===== config.mk =====
export PLATFORM = sky130hd
export DESIGN_NAME = sound_rom_arbiter_flat
export DESIGN_NICKNAME = d
export VERILOG_FILES = /design/src/rtl/sound_rom_arbiter_if.sv /design/src/rtl/sound_rom_arbiter.sv /design/src/flat_wrapper.sv
export SDC_FILE = /design/constraint.sdc
export NUM_CORES = 1
export LEC_CHECK = 0
export CAP_MARGIN = 20
export CORE_ASPECT_RATIO = 0.75
export CORE_MARGIN = 2
export CORE_UTILIZATION = 48
export DETAILED_ROUTE_END_ITERATION = 6
export PLACE_DENSITY = 0.9
export SETUP_SLACK_MARGIN = 0.3
export SKIP_CTS_REPAIR_TIMING = 1
export SLEW_MARGIN = 20
export SYNTH_ARGS = -nofsm -noshare
export SYNTH_HDL_FRONTEND = slang
export SYNTH_SLANG_ARGS = --single-unit

===== constraint.sdc =====
create_clock -name clk -period 10.2 [get_ports clk]
set_input_delay 1.02 -clock clk [delete_from_list [all_inputs] [get_ports clk]]
set_output_delay 1.02 -clock clk [all_outputs]
set_load 0.005 [all_outputs]

===== src/rtl/sound_rom_arbiter_if.sv =====
// rtl/sound_rom_arbiter_if.sv - channel request/ack bus and sample ROM port of the sound arbiter
interface sound_rom_arbiter_if #(
  parameter int N_CH = 10
);
  logic [N_CH-1:0]    req;
  logic [24*N_CH-1:0] req_addr;
  logic [N_CH-1:0]    ack;
  logic [7:0]         ack_data;
  logic               ack_timeout;
  logic               busy;
  logic               rom_load;
  logic [23:0]        rom_addr;
  logic [7:0]         rom_data;
  logic               rom_ready;

  modport master (
    input  req, req_addr, rom_data, rom_ready,
    output ack, ack_data, ack_timeout, busy, rom_load, rom_addr
  );

  modport slave (
    output req, req_addr, rom_data, rom_ready,
    input  ack, ack_data, ack_timeout, busy, rom_load, rom_addr
  );
endinterface


===== src/rtl/sound_rom_arbiter.sv =====
// rtl/sound_rom_arbiter.sv - round-robin arbiter sharing the sample ROM port between sound channels
module sound_rom_arbiter #(
  parameter int N_CH    = 10,
  parameter int TIMEOUT = 255
) (
  input  logic                 clk,
  input  logic                 rst,
  sound_rom_arbiter_if.master  bus
);
  localparam int PW = (N_CH > 1) ? $clog2(N_CH) : 1;

  typedef enum logic [1:0] {IDLE, LOAD, WAIT, DONE} state_t;

  state_t          state, state_nxt;
  logic [PW-1:0]   ptr;
  logic [PW-1:0]   winner;
  logic [PW-1:0]   grant_idx;
  logic            grant_valid;
  logic [7:0]      wait_cnt;
  logic            wait_expired;
  logic [23:0]     rom_addr_q;
  logic [N_CH-1:0] ack_q;
  logic [7:0]      ack_data_q;
  logic            ack_timeout_q;
  logic            rom_load_c;
  logic            busy_c;

  function automatic logic [PW-1:0] rr_index(input logic [PW-1:0] base, input int off);
    int s;
    s = int'(base) + off;
    if (s >= N_CH) s = s - N_CH;
    return PW'(s);
  endfunction

  // Scan from the farthest offset down so the nearest requester at or after ptr wins.
  always_comb begin
    grant_valid = 1'b0;
    grant_idx   = ptr;
    for (int i = N_CH - 1; i >= 0; i--) begin
      if (bus.req[rr_index(ptr, i)]) begin
        grant_valid = 1'b1;
        grant_idx   = rr_index(ptr, i);
      end
    end
  end

  // The counter is registered, so the last WAIT cycle is the one where it still reads TIMEOUT-1.
  assign wait_expired = (wait_cnt == 8'(TIMEOUT - 1));

  always_ff @(posedge clk) begin
    if (rst) state <= IDLE;
    else     state <= state_nxt;
  end

  always_comb begin
    state_nxt  = state;
    rom_load_c = 1'b0;
    busy_c     = 1'b1;
    case (state)
      IDLE: begin
        busy_c = 1'b0;
        if (grant_valid) state_nxt = LOAD;
      end
      LOAD: begin
        rom_load_c = 1'b1;
        state_nxt  = WAIT;
      end
      WAIT: begin
        if (bus.rom_ready || wait_expired) state_nxt = DONE;
      end
      DONE: state_nxt = IDLE;
      default: state_nxt = IDLE;
    endcase
  end

  always_ff @(posedge clk) begin
    if (rst) begin
      ptr           <= '0;
      winner        <= '0;
      wait_cnt      <= 8'h00;
      rom_addr_q    <= 24'h0;
      ack_q         <= '0;
      ack_data_q    <= 8'h00;
      ack_timeout_q <= 1'b0;
    end else begin
      ack_q <= '0;
      case (state)
        IDLE: begin
          if (grant_valid) begin
            winner     <= grant_idx;
            rom_addr_q <= bus.req_addr[24*int'(grant_idx) +: 24];
          end
        end
        LOAD: wait_cnt <= 8'h00;
        WAIT: begin
          wait_cnt <= wait_cnt + 8'd1;
          if (bus.rom_ready) begin
            ack_q         <= N_CH'(1) << winner;
            ack_data_q    <= bus.rom_data;
            ack_timeout_q <= 1'b0;
          end else if (wait_expired) begin
            ack_q         <= N_CH'(1) << winner;
            ack_data_q    <= 8'h00;
            ack_timeout_q <= 1'b1;
          end
        end
        DONE: begin
          if (winner == PW'(N_CH - 1)) ptr <= '0;
          else                         ptr <= winner + PW'(1);
        end
        default: ;
      endcase
    end
  end

  assign bus.ack         = ack_q;
  assign bus.ack_data    = ack_data_q;
  assign bus.ack_timeout = ack_timeout_q;
  assign bus.busy        = busy_c;
  assign bus.rom_load    = rom_load_c;
  assign bus.rom_addr    = rom_addr_q;
endmodule


===== src/flat_wrapper.sv =====
// flat-port wrapper written by rule: the top's interface ports become plain ports
module sound_rom_arbiter_flat 
#(
  parameter int N_CH    = 10,
  parameter int TIMEOUT = 255
)
  (clk, rst, bus_req, bus_req_addr, bus_rom_data, bus_rom_ready, bus_ack, bus_ack_data, bus_ack_timeout, bus_busy, bus_rom_load, bus_rom_addr);
  sound_rom_arbiter_if #(.N_CH(N_CH)) bus_i ();
  input  logic clk;
  input  logic rst;
  input wire logic [$bits(bus_i.req)-1:0] bus_req;
  input wire logic [$bits(bus_i.req_addr)-1:0] bus_req_addr;
  input wire logic [$bits(bus_i.rom_data)-1:0] bus_rom_data;
  input wire logic [$bits(bus_i.rom_ready)-1:0] bus_rom_ready;
  output wire logic [$bits(bus_i.ack)-1:0] bus_ack;
  output wire logic [$bits(bus_i.ack_data)-1:0] bus_ack_data;
  output wire logic [$bits(bus_i.ack_timeout)-1:0] bus_ack_timeout;
  output wire logic [$bits(bus_i.busy)-1:0] bus_busy;
  output wire logic [$bits(bus_i.rom_load)-1:0] bus_rom_load;
  output wire logic [$bits(bus_i.rom_addr)-1:0] bus_rom_addr;
  assign bus_i.req = bus_req;
  assign bus_i.req_addr = bus_req_addr;
  assign bus_i.rom_data = bus_rom_data;
  assign bus_i.rom_ready = bus_rom_ready;
  assign bus_ack = bus_i.ack;
  assign bus_ack_data = bus_i.ack_data;
  assign bus_ack_timeout = bus_i.ack_timeout;
  assign bus_busy = bus_i.busy;
  assign bus_rom_load = bus_i.rom_load;
  assign bus_rom_addr = bus_i.rom_addr;
  sound_rom_arbiter #(.N_CH(N_CH), .TIMEOUT(TIMEOUT)) u_core (.clk(clk), .rst(rst), .bus(bus_i));
endmodule

==> flow_summary.json, run 1 <==
{
  "critical_path.top_delay_family": "compound AO/OA/AOI/OAI gates",
  "rsz0062_at_grt": "false",
  "critPathKind": "reg -> reg",
  "final-setup-viol-count": 0,
  "yosysWarnings": 0,
  "worstSetupEndpointType": "flop",
  "die_w_um": 148.3,
  "layoutNonFillerInstCount": 1376,
  "syn_area_per_cell_um2": 8.312,
  "power.internal_mw": 1.588,
  "worstMarginPinSlew_ns": 1.101,
  "setup_total_negative_slack_ns": 0,
  "post-synth-top-area-fraction_pct": 16.29,
  "hold_path_depth": 2,
  "cts_tree": "done",
  "async_flop_share_pct": 0,
  "place.detailed.instances": 1359,
  "final-max-slew-violation-count": 0,
  "vdd_drop_max_uv": 403.0,
  "floorplan.io_pins": 306,
  "die_h_um": 112.2,
  "clock_skew_ns": 0.004797,
  "leakagePower_nw": 4.287,
  "top_layer": "met4",
  "grt_start_max_net_pins": 122,
  "pre_cts_ws_ns": 3.767,
  "outcome": "finished clean",
  "synth_fp_nets": 1196,
  "final.period_utilization_pct": 66.09,
  "cts_buffers": 9,
  "m1WireLength_um": 12880,
  "first_pass_grt_wire_length_um": 47130,
  "final_net_count": 1459,
  "synthesis.area_um2": 7497,
  "cts_num_sinks": 61,
  "hold_path.class": "reg -> reg",
  "worst_slew_margin_rel_pct": 26.61,
  "clk_path_buf_depth": 2,
  "critical_path.max_stage_delay_ns": 0.94,
  "routabilityCongestion": 1.023,
  "core-area_um2": 15270,
  "antenna_found_initial": 2,
  "timing.critical_path.required_ns": 10.42,
  "syn_inst": 902,
  "detail_route.wirelength_um": 31900,
  "ys_seq_area_share_pct": 16.29,
  "arrival_time_of_data_at_the_critical_path_endpoint_ns": 6.97,
  "h-tree-depth": 3,
  "post_detailed_placement_cell_area_um2": 10530,
  "p_sw_share_pct": 49.58,
  "port-buffer-count": 305,
  "clockPowerShare_pct": 8.8,
  "worst_setup_start_kind": "flop",
  "drive_gt1_share_pct": 7.271,
  "synthTopCellsByArea": "sky130_fd_sc_hd__dfxtp_1, sky130_fd_sc_hd__mux2i_1, sky130_fd_sc_hd__ha_1, sky130_fd_sc_hd__a21oi_1, sky130_fd_sc_hd__mux2_2",
  "power_density_nw_per_um2": 291.5,
  "detailroute.wirelength.met2_um": 14020,
  "finalCoreUtilization_pct": 70.75,
  "final-hold-violation-count": 0,
  "fin_area_um2": 10810,
  "setup_ws_ns": 3.459,
  "achievable-frequency_mhz": 148.3,
  "max_cap_viol_count": 0,
  "antenna_left": 0,
  "area_of_the_die_um2": 16650,
  "timing.critical_path.depth": 16,
  "switching_power_mw": 1.562,
  "post-route-drc-count": 0,
  "comb_power_share_pct": 79.4,
  "first_global_vias": 7932,
  "synth-main-ff-cell": "sky130_fd_sc_hd__dfxtp_1",
  "grtUsageTotal_pct": 36.44,
  "floorplan.rows": 39,
  "finalWorstPathRequiredPeriod_ns": 6.741,
  "number_of_register_bits_inferred_by_synthesis": 61,
  "number_of_synthesized_flops_with_an_enable_pin": 0,
  "worst-r2r-cell-count": 16,
  "overflow": 0,
  "routed_via_density": 6.324,
  "critical-path-slowest-cell": "sky130_fd_sc_hd__and2_1",
  "clock_tree.root_cell": "sky130_fd_sc_hd__clkbuf_16",
  "dp_hpwl_um": 25500,
  "detailroute.wirelength.met3_um": 3506,
  "drt_first_iter_violations": 923,
  "initial_core_util_pct": 49.09,
  "clk-insertion-delay-late_ns": 0.33,
  "cp_max_fo": 25,
  "worstPathCellList": "inv_1 -> ha_1 -> inv_2 -> ha_1 -> inv_1 -> a211oi_1 -> a22oi_1 -> o21bai_1 -> a32oi_1 -> o21a_1 -> o21ai_0 -> o2111ai_1 -> and3_1 -> and2_1 -> a221oi_1 -> o2bb2ai_1",
  "area_delta_synth_final_pct": 44.13,
  "clk_pin_slew_worst_paths_ns": 0.05,
  "drtPass1Iterations": 5,
  "pwr-share-seq_pct": 11.9,
  "synth.distinct_cells": 94,
  "via_count": 8702,
  "synth_largest_area_cell": "sky130_fd_sc_hd__dfxtp_1",
  "critical_path.n_buffers_inverters": 3,
  "routedWlPerCell_um": 23.18
}
per-stage QoR:
stage	hold slack (ns)	total power, mW
floorplan	0.4483	2.237
global placement	0.4370	2.790
detailed placement	0.4450	2.803
CTS	0.4559	3.092
global route	0.4766	3.327
finish	0.4548	3.149
metal layers:
layer  global-route usage, %  up-vias
met5                       0        -
met4                   15.05        0
met3                   10.98       80
met2                   55.06      546
met1                   48.50     4051
li1                        -     4025
layout make-up:
class | instances | area [um^2]
clock inverter | 5 | 27.53
multi-input combinational | 757 | 5849
tap | 205 | 256.5
inverter | 23 | 86.33
timing repair buffer | 313 | 3120
sequential | 61 | 1221
clock buffer | 10 | 239.0
antenna | 2 | 5.005
fill | 1205 | 4468
cell usage after synthesis (5+ instances only):
cell / instances
sky130_fd_sc_hd__a211oi_1: 18
sky130_fd_sc_hd__a21o_1: 9
sky130_fd_sc_hd__a21oi_1: 66
sky130_fd_sc_hd__a221o_1: 10
sky130_fd_sc_hd__a221oi_1: 9
sky130_fd_sc_hd__a221oi_2: 5
sky130_fd_sc_hd__a22o_1: 10
sky130_fd_sc_hd__a31oi_1: 5
sky130_fd_sc_hd__a32oi_1: 8
sky130_fd_sc_hd__and2_1: 22
sky130_fd_sc_hd__and3_1: 7
sky130_fd_sc_hd__buf_2: 17
sky130_fd_sc_hd__buf_4: 7
sky130_fd_sc_hd__clkbuf_1: 29
sky130_fd_sc_hd__dfxtp_1: 61
sky130_fd_sc_hd__ha_1: 32
sky130_fd_sc_hd__inv_1: 21
sky130_fd_sc_hd__mux2_1: 23
sky130_fd_sc_hd__mux2_2: 29
sky130_fd_sc_hd__mux2i_1: 99
sky130_fd_sc_hd__nand2_1: 41
sky130_fd_sc_hd__nand2b_1: 15
sky130_fd_sc_hd__nand3_1: 20
sky130_fd_sc_hd__nand4_1: 6
sky130_fd_sc_hd__nor2_1: 51
sky130_fd_sc_hd__nor2b_1: 8
sky130_fd_sc_hd__nor3_1: 29
sky130_fd_sc_hd__nor4_1: 6
sky130_fd_sc_hd__o211ai_1: 8
sky130_fd_sc_hd__o21a_1: 6
sky130_fd_sc_hd__o21ai_0: 24
sky130_fd_sc_hd__o21bai_1: 24
sky130_fd_sc_hd__o221ai_1: 13
sky130_fd_sc_hd__o22ai_1: 15
sky130_fd_sc_hd__o2bb2ai_1: 11
sky130_fd_sc_hd__o31ai_1: 5
sky130_fd_sc_hd__or3_1: 10
sky130_fd_sc_hd__xnor2_1: 17
sky130_fd_sc_hd__xor2_1: 6
tightest hold or removal path, cell delays in order, from the launching register on:
cell	delay [ns]
sky130_fd_sc_hd__dfxtp_1	0.31
sky130_fd_sc_hd__nand2_1	0.05
sky130_fd_sc_hd__a21oi_1	0.05
cells in the final DEF, fill, tap and decap left out, types with 6 or more instances in the layout:
cell type and instances:
sky130_fd_sc_hd__buf_4 7, sky130_fd_sc_hd__clkbuf_16 9, sky130_fd_sc_hd__a21oi_1 66, sky130_fd_sc_hd__o22ai_1 15, sky130_fd_sc_hd__a22o_1 10, sky130_fd_sc_hd__mux2_2 29, sky130_fd_sc_hd__or3_1 10, sky130_fd_sc_hd__o211ai_1 8
sky130_fd_sc_hd__nor3_1 29, sky130_fd_sc_hd__dfxtp_1 61, sky130_fd_sc_hd__clkdlybuf4s50_1 304, sky130_fd_sc_hd__and2_1 22, sky130_fd_sc_hd__o21bai_1 24, sky130_fd_sc_hd__a221oi_1 9, sky130_fd_sc_hd__xnor2_1 17, sky130_fd_sc_hd__nand2_1 41
sky130_fd_sc_hd__nor4_1 6, sky130_fd_sc_hd__nor2b_1 8, sky130_fd_sc_hd__nor2_1 49, sky130_fd_sc_hd__mux2_1 23, sky130_fd_sc_hd__nand2b_1 15, sky130_fd_sc_hd__o21ai_0 24, sky130_fd_sc_hd__o21a_1 6, sky130_fd_sc_hd__a21o_1 9
sky130_fd_sc_hd__ha_1 32, sky130_fd_sc_hd__and3_1 7, sky130_fd_sc_hd__nand3_1 20, sky130_fd_sc_hd__a32oi_1 7, sky130_fd_sc_hd__a211oi_1 18, sky130_fd_sc_hd__xor2_1 6, sky130_fd_sc_hd__o2bb2ai_1 11, sky130_fd_sc_hd__inv_1 21
sky130_fd_sc_hd__o221ai_1 13, sky130_fd_sc_hd__nand4_1 6, sky130_fd_sc_hd__a221o_1 10, sky130_fd_sc_hd__mux2i_1 99
final timing paths:
| check | slack, ns | endpoint | startpoint |
|---|---|---|---|
| min | 0.45 | u_core.bus.ack_data[7]$_SDFFE_PP0P_ | u_core.bus.ack_data[7]$_SDFFE_PP0P_ |
| max reg2reg | 3.46 | u_core.bus.rom_addr[10]$_SDFFE_PP0P_ | u_core.ptr[1]$_SDFFE_PP0N_ |
| max | 3.46 | u_core.bus.rom_addr[10]$_SDFFE_PP0P_ | u_core.ptr[1]$_SDFFE_PP0N_ |
| min reg2reg | 0.45 | u_core.bus.ack_data[7]$_SDFFE_PP0P_ | u_core.bus.ack_data[7]$_SDFFE_PP0P_ |
flip-flops by register name (all words and copies together) (netlist names):
name                    flops
u_core.ptr                  4
u_core.bus.ack_timeout      1
u_core.bus.ack             10
u_core.wait_cnt             8
u_core.winner               4
u_core.bus.ack_data         8
u_core.bus.rom_addr        24
u_core.state                2
cells by family (layout without fill, tap and decap cells):
family | after synthesis | in the layout | synth area share (%)
AO/OA/AOI/OAI | 298 | 298 | 29.71
AND/OR/NAND/NOR | 250 | 250 | 18.19
multiplexers | 152 | 152 | 21.33
buffers and inverters | 84 | 351 | 5.975
flip-flops | 61 | 61 | 16.29
adder cells (fa/ha/maj) | 33 | 33 | 5.607
XOR/XNOR | 24 | 24 | 2.904
other | 0 | 2 | 0
power groups by stage:
stage | logic (mW) | registers (mW) | clock network (mW)
floorplan | 1.88 | 0.352 | 0
global placement | 2.42 | 0.373 | 0
detailed placement | 2.43 | 0.376 | 0
CTS | 2.44 | 0.372 | 0.277
global route | 2.66 | 0.379 | 0.291
finish | 2.50 | 0.373 | 0.276
Note: power is estimated with default switching activity, not from simulation.
==> inputs of run 2 (changes only) <==
Settings changed: CORE_UTILIZATION 48 to 45, PLACE_DENSITY 0.9 to 0.85.
Clock period 10.2 ns to 6.75 ns, I/O delays scaled along.
==> flow_summary.json, run 2 (synthesis results as in run 1) <==
{
  "arrival_time_of_data_at_the_critical_path_endpoint_ns": 6.12,
  "worstHoldEndpoint": "u_core.bus.ack_data[5]$_SDFFE_PP0P_",
  "layout_common_cells": "sky130_fd_sc_hd__clkdlybuf4s50_1, sky130_fd_sc_hd__mux2i_1, sky130_fd_sc_hd__a21oi_1",
  "power.internal_mw": 2.508,
  "die_w_um": 153.0,
  "cts_tree": "done",
  "hold_path.class": "reg -> reg",
  "floorplan.io_pins": 306,
  "post-route-drc-count": 0,
  "flip_flop_count_of_the_largest_register_after_layout": 24,
  "setup_ws_ns": 0.8756,
  "worst_slew_margin_rel_pct": 39.84,
  "r2r_end": "u_core.bus.rom_addr[21]$_SDFFE_PP0P_",
  "leakagePower_nw": 4.372,
  "antenna_left": 0,
  "drtPass1Iterations": 6,
  "pwr-share-seq_pct": 11.5,
  "worstMarginPinSlew_ns": 0.9023,
  "outcome": "finished clean",
  "finalWorstPathRequiredPeriod_ns": 5.874,
  "area_delta_synth_final_pct": 46.35,
  "routed_via_density": 6.261,
  "final_net_count": 1472,
  "via_count": 8721,
  "timing.critical_path.required_ns": 6.99,
  "cp_max_fo": 34,
  "routedWlPerCell_um": 23.54,
  "setup_slack_of_the_most_critical_reg_to_reg_path_ns": 0.88,
  "worst-r2r-cell-count": 17,
  "max_cap_viol_count": 0,
  "rsz0062_at_grt": "false",
  "core-area_um2": 16170,
  "worst_setup_start_kind": "flop",
  "critPathKind": "reg -> reg",
  "setup_total_negative_slack_ns": 0,
  "h-tree-depth": 3,
  "worstPathCellList": "buf_4 -> inv_1 -> ha_1 -> inv_2 -> ha_1 -> inv_1 -> a211oi_1 -> a22oi_1 -> xnor2_1 -> mux2_2 -> o21ai_0 -> a21oi_1 -> o41ai_1 -> nand2_2 -> nor2_1 -> nand2_1 -> o31ai_1",
  "pre_cts_ws_ns": 0.9410,
  "clock_skew_ns": 0.006711,
  "worst_r2r_startpoint": "u_core.ptr[0]$_SDFFE_PP0N_",
  "final-hold-violation-count": 0,
  "clk_path_buf_depth": 2,
  "final-max-slew-violation-count": 0,
  "port-buffer-count": 305,
  "power_density_nw_per_um2": 448.3,
  "comb_power_share_pct": 78.8,
  "final.period_utilization_pct": 87.03,
  "first_global_vias": 8059,
  "cts_num_sinks": 61,
  "grt_start_max_net_pins": 72,
  "finalCoreUtilization_pct": 67.87,
  "p_sw_share_pct": 49.02,
  "drt_first_iter_violations": 819,
  "critical_path.n_buffers_inverters": 4,
  "achievable-frequency_mhz": 170.2,
  "min_from": "u_core.bus.ack_data[5]$_SDFFE_PP0P_",
  "drive_gt1_share_pct": 8.369,
  "clockPowerShare_pct": 9.7,
  "critical_path.max_stage_delay_ns": 0.67,
  "switching_power_mw": 2.411,
  "critical-path-slowest-cell": "sky130_fd_sc_hd__nor2_1",
  "grtUsageTotal_pct": 34.85,
  "clk-insertion-delay-late_ns": 0.34,
  "antennaDiodeCount": 0,
  "worstSetupEndpointType": "flop",
  "clk_pin_slew_worst_paths_ns": 0.06,
  "clock_tree.root_cell": "sky130_fd_sc_hd__clkbuf_16",
  "totalPowerFinal_mw": 4.919,
  "most_common_cell_after_layout_fill_and_taps_aside": "sky130_fd_sc_hd__clkdlybuf4s50_1",
  "vdd_drop_max_uv": 661.9,
  "area_of_the_die_um2": 17720,
  "final-setup-viol-count": 0,
  "dp_hpwl_um": 26350,
  "antenna_found_initial": 0,
  "routabilityCongestion": 1.023,
  "detail_route.wirelength_um": 32790,
  "overflow": 0,
  "initial_core_util_pct": 46.38,
  "floorplan.rows": 40,
  "hold_path_depth": 2,
  "first_pass_grt_wire_length_um": 47570,
  "critical_path.top_delay_family": "compound AO/OA/AOI/OAI gates",
  "cts_buffers": 9,
  "die_h_um": 115.8
}
-- run 2: through the flow --
stage	hold slack (ns)	cells	area, um^2
finish	0.4499	1393	10970
global route	0.4649	1393	10970
CTS	0.4500	1393	10970
detailed placement	0.4447	1377	10660
global placement	0.4371	1377	10660
floorplan	0.4483	902	7497
-- run 2: worst max-delay path by stage --
stage,from,to,slack [ns],depth (start not counted)
6_report,u_core.ptr[0]$_SDFFE_PP0N_,u_core.bus.rom_addr[21]$_SDFFE_PP0P_,0.88,17
5_1_grt,u_core.ptr[0]$_SDFFE_PP0N_,u_core.bus.rom_addr[21]$_SDFFE_PP0P_,0.51,17
4_1_cts,u_core.ptr[1]$_SDFFE_PP0N_,u_core.bus.rom_addr[21]$_SDFFE_PP0P_,0.90,17
3_5_place_dp,u_core.ptr[1]$_SDFFE_PP0N_,u_core.bus.rom_addr[21]$_SDFFE_PP0P_,0.94,17
3_3_place_gp,u_core.ptr[1]$_SDFFE_PP0N_,u_core.bus.rom_addr[23]$_SDFFE_PP0P_,0.87,17
2_1_floorplan,u_core.ptr[1]$_SDFFE_PP0N_,u_core.bus.rom_addr[19]$_SDFFE_PP0P_,1.88,19
-- run 2: layout make-up --
type / instances / area (um^2)
Fill cell: 1325 / 5194
Timing Repair Buffer: 326 / 3243
Multi-Input combinational cell: 757 / 5847
Sequential cell: 61 / 1222
Clock inverter: 6 / 71.32
Inverter: 23 / 86.33
Tap cell: 210 / 262.8
Clock buffer: 10 / 239.0
-- run 2: layer usage --
layer / up-vias / routed length, um / GRT usage (%)
met5: - / 77 / 3.175
met4: 2 / 865 / 9.444
met3: 52 / 3334 / 9.686
met2: 520 / 14500 / 54.32
met1: 4094 / 14010 / 47.37
li1: 4053 / - / -
-- run 2: power groups by stage --
stage	Sequential [mW]	Clock, mW	Combinational (mW)
floorplan	0.533	0	2.85
global placement	0.567	0	3.78
detailed placement	0.570	0	3.77
CTS	0.565	0.480	3.80
global route	0.576	0.498	4.11
finish	0.567	0.478	3.87
-- run 2: worst reg2reg max path, delay by kind of cell (launching register included) --
kind | cells | cell delay (ns)
muxes | 1 | 0.40
DFF | 1 | 0.30
adders and majority gates | 2 | 0.64
xor gates and xnor gates | 1 | 0.28
and+or+nand+nor | 3 | 1.37
buffers and inverters | 4 | 0.93
AOI/OAI and AO/OA | 6 | 1.86
==> inputs of run 3 (changes only) <==
Settings changed: ABC_AREA from default to 0, SKIP_CTS_REPAIR_TIMING 1 to default.
==> results of run 3 <==
Final layout, timing and power as in run 2 (identical DEF).
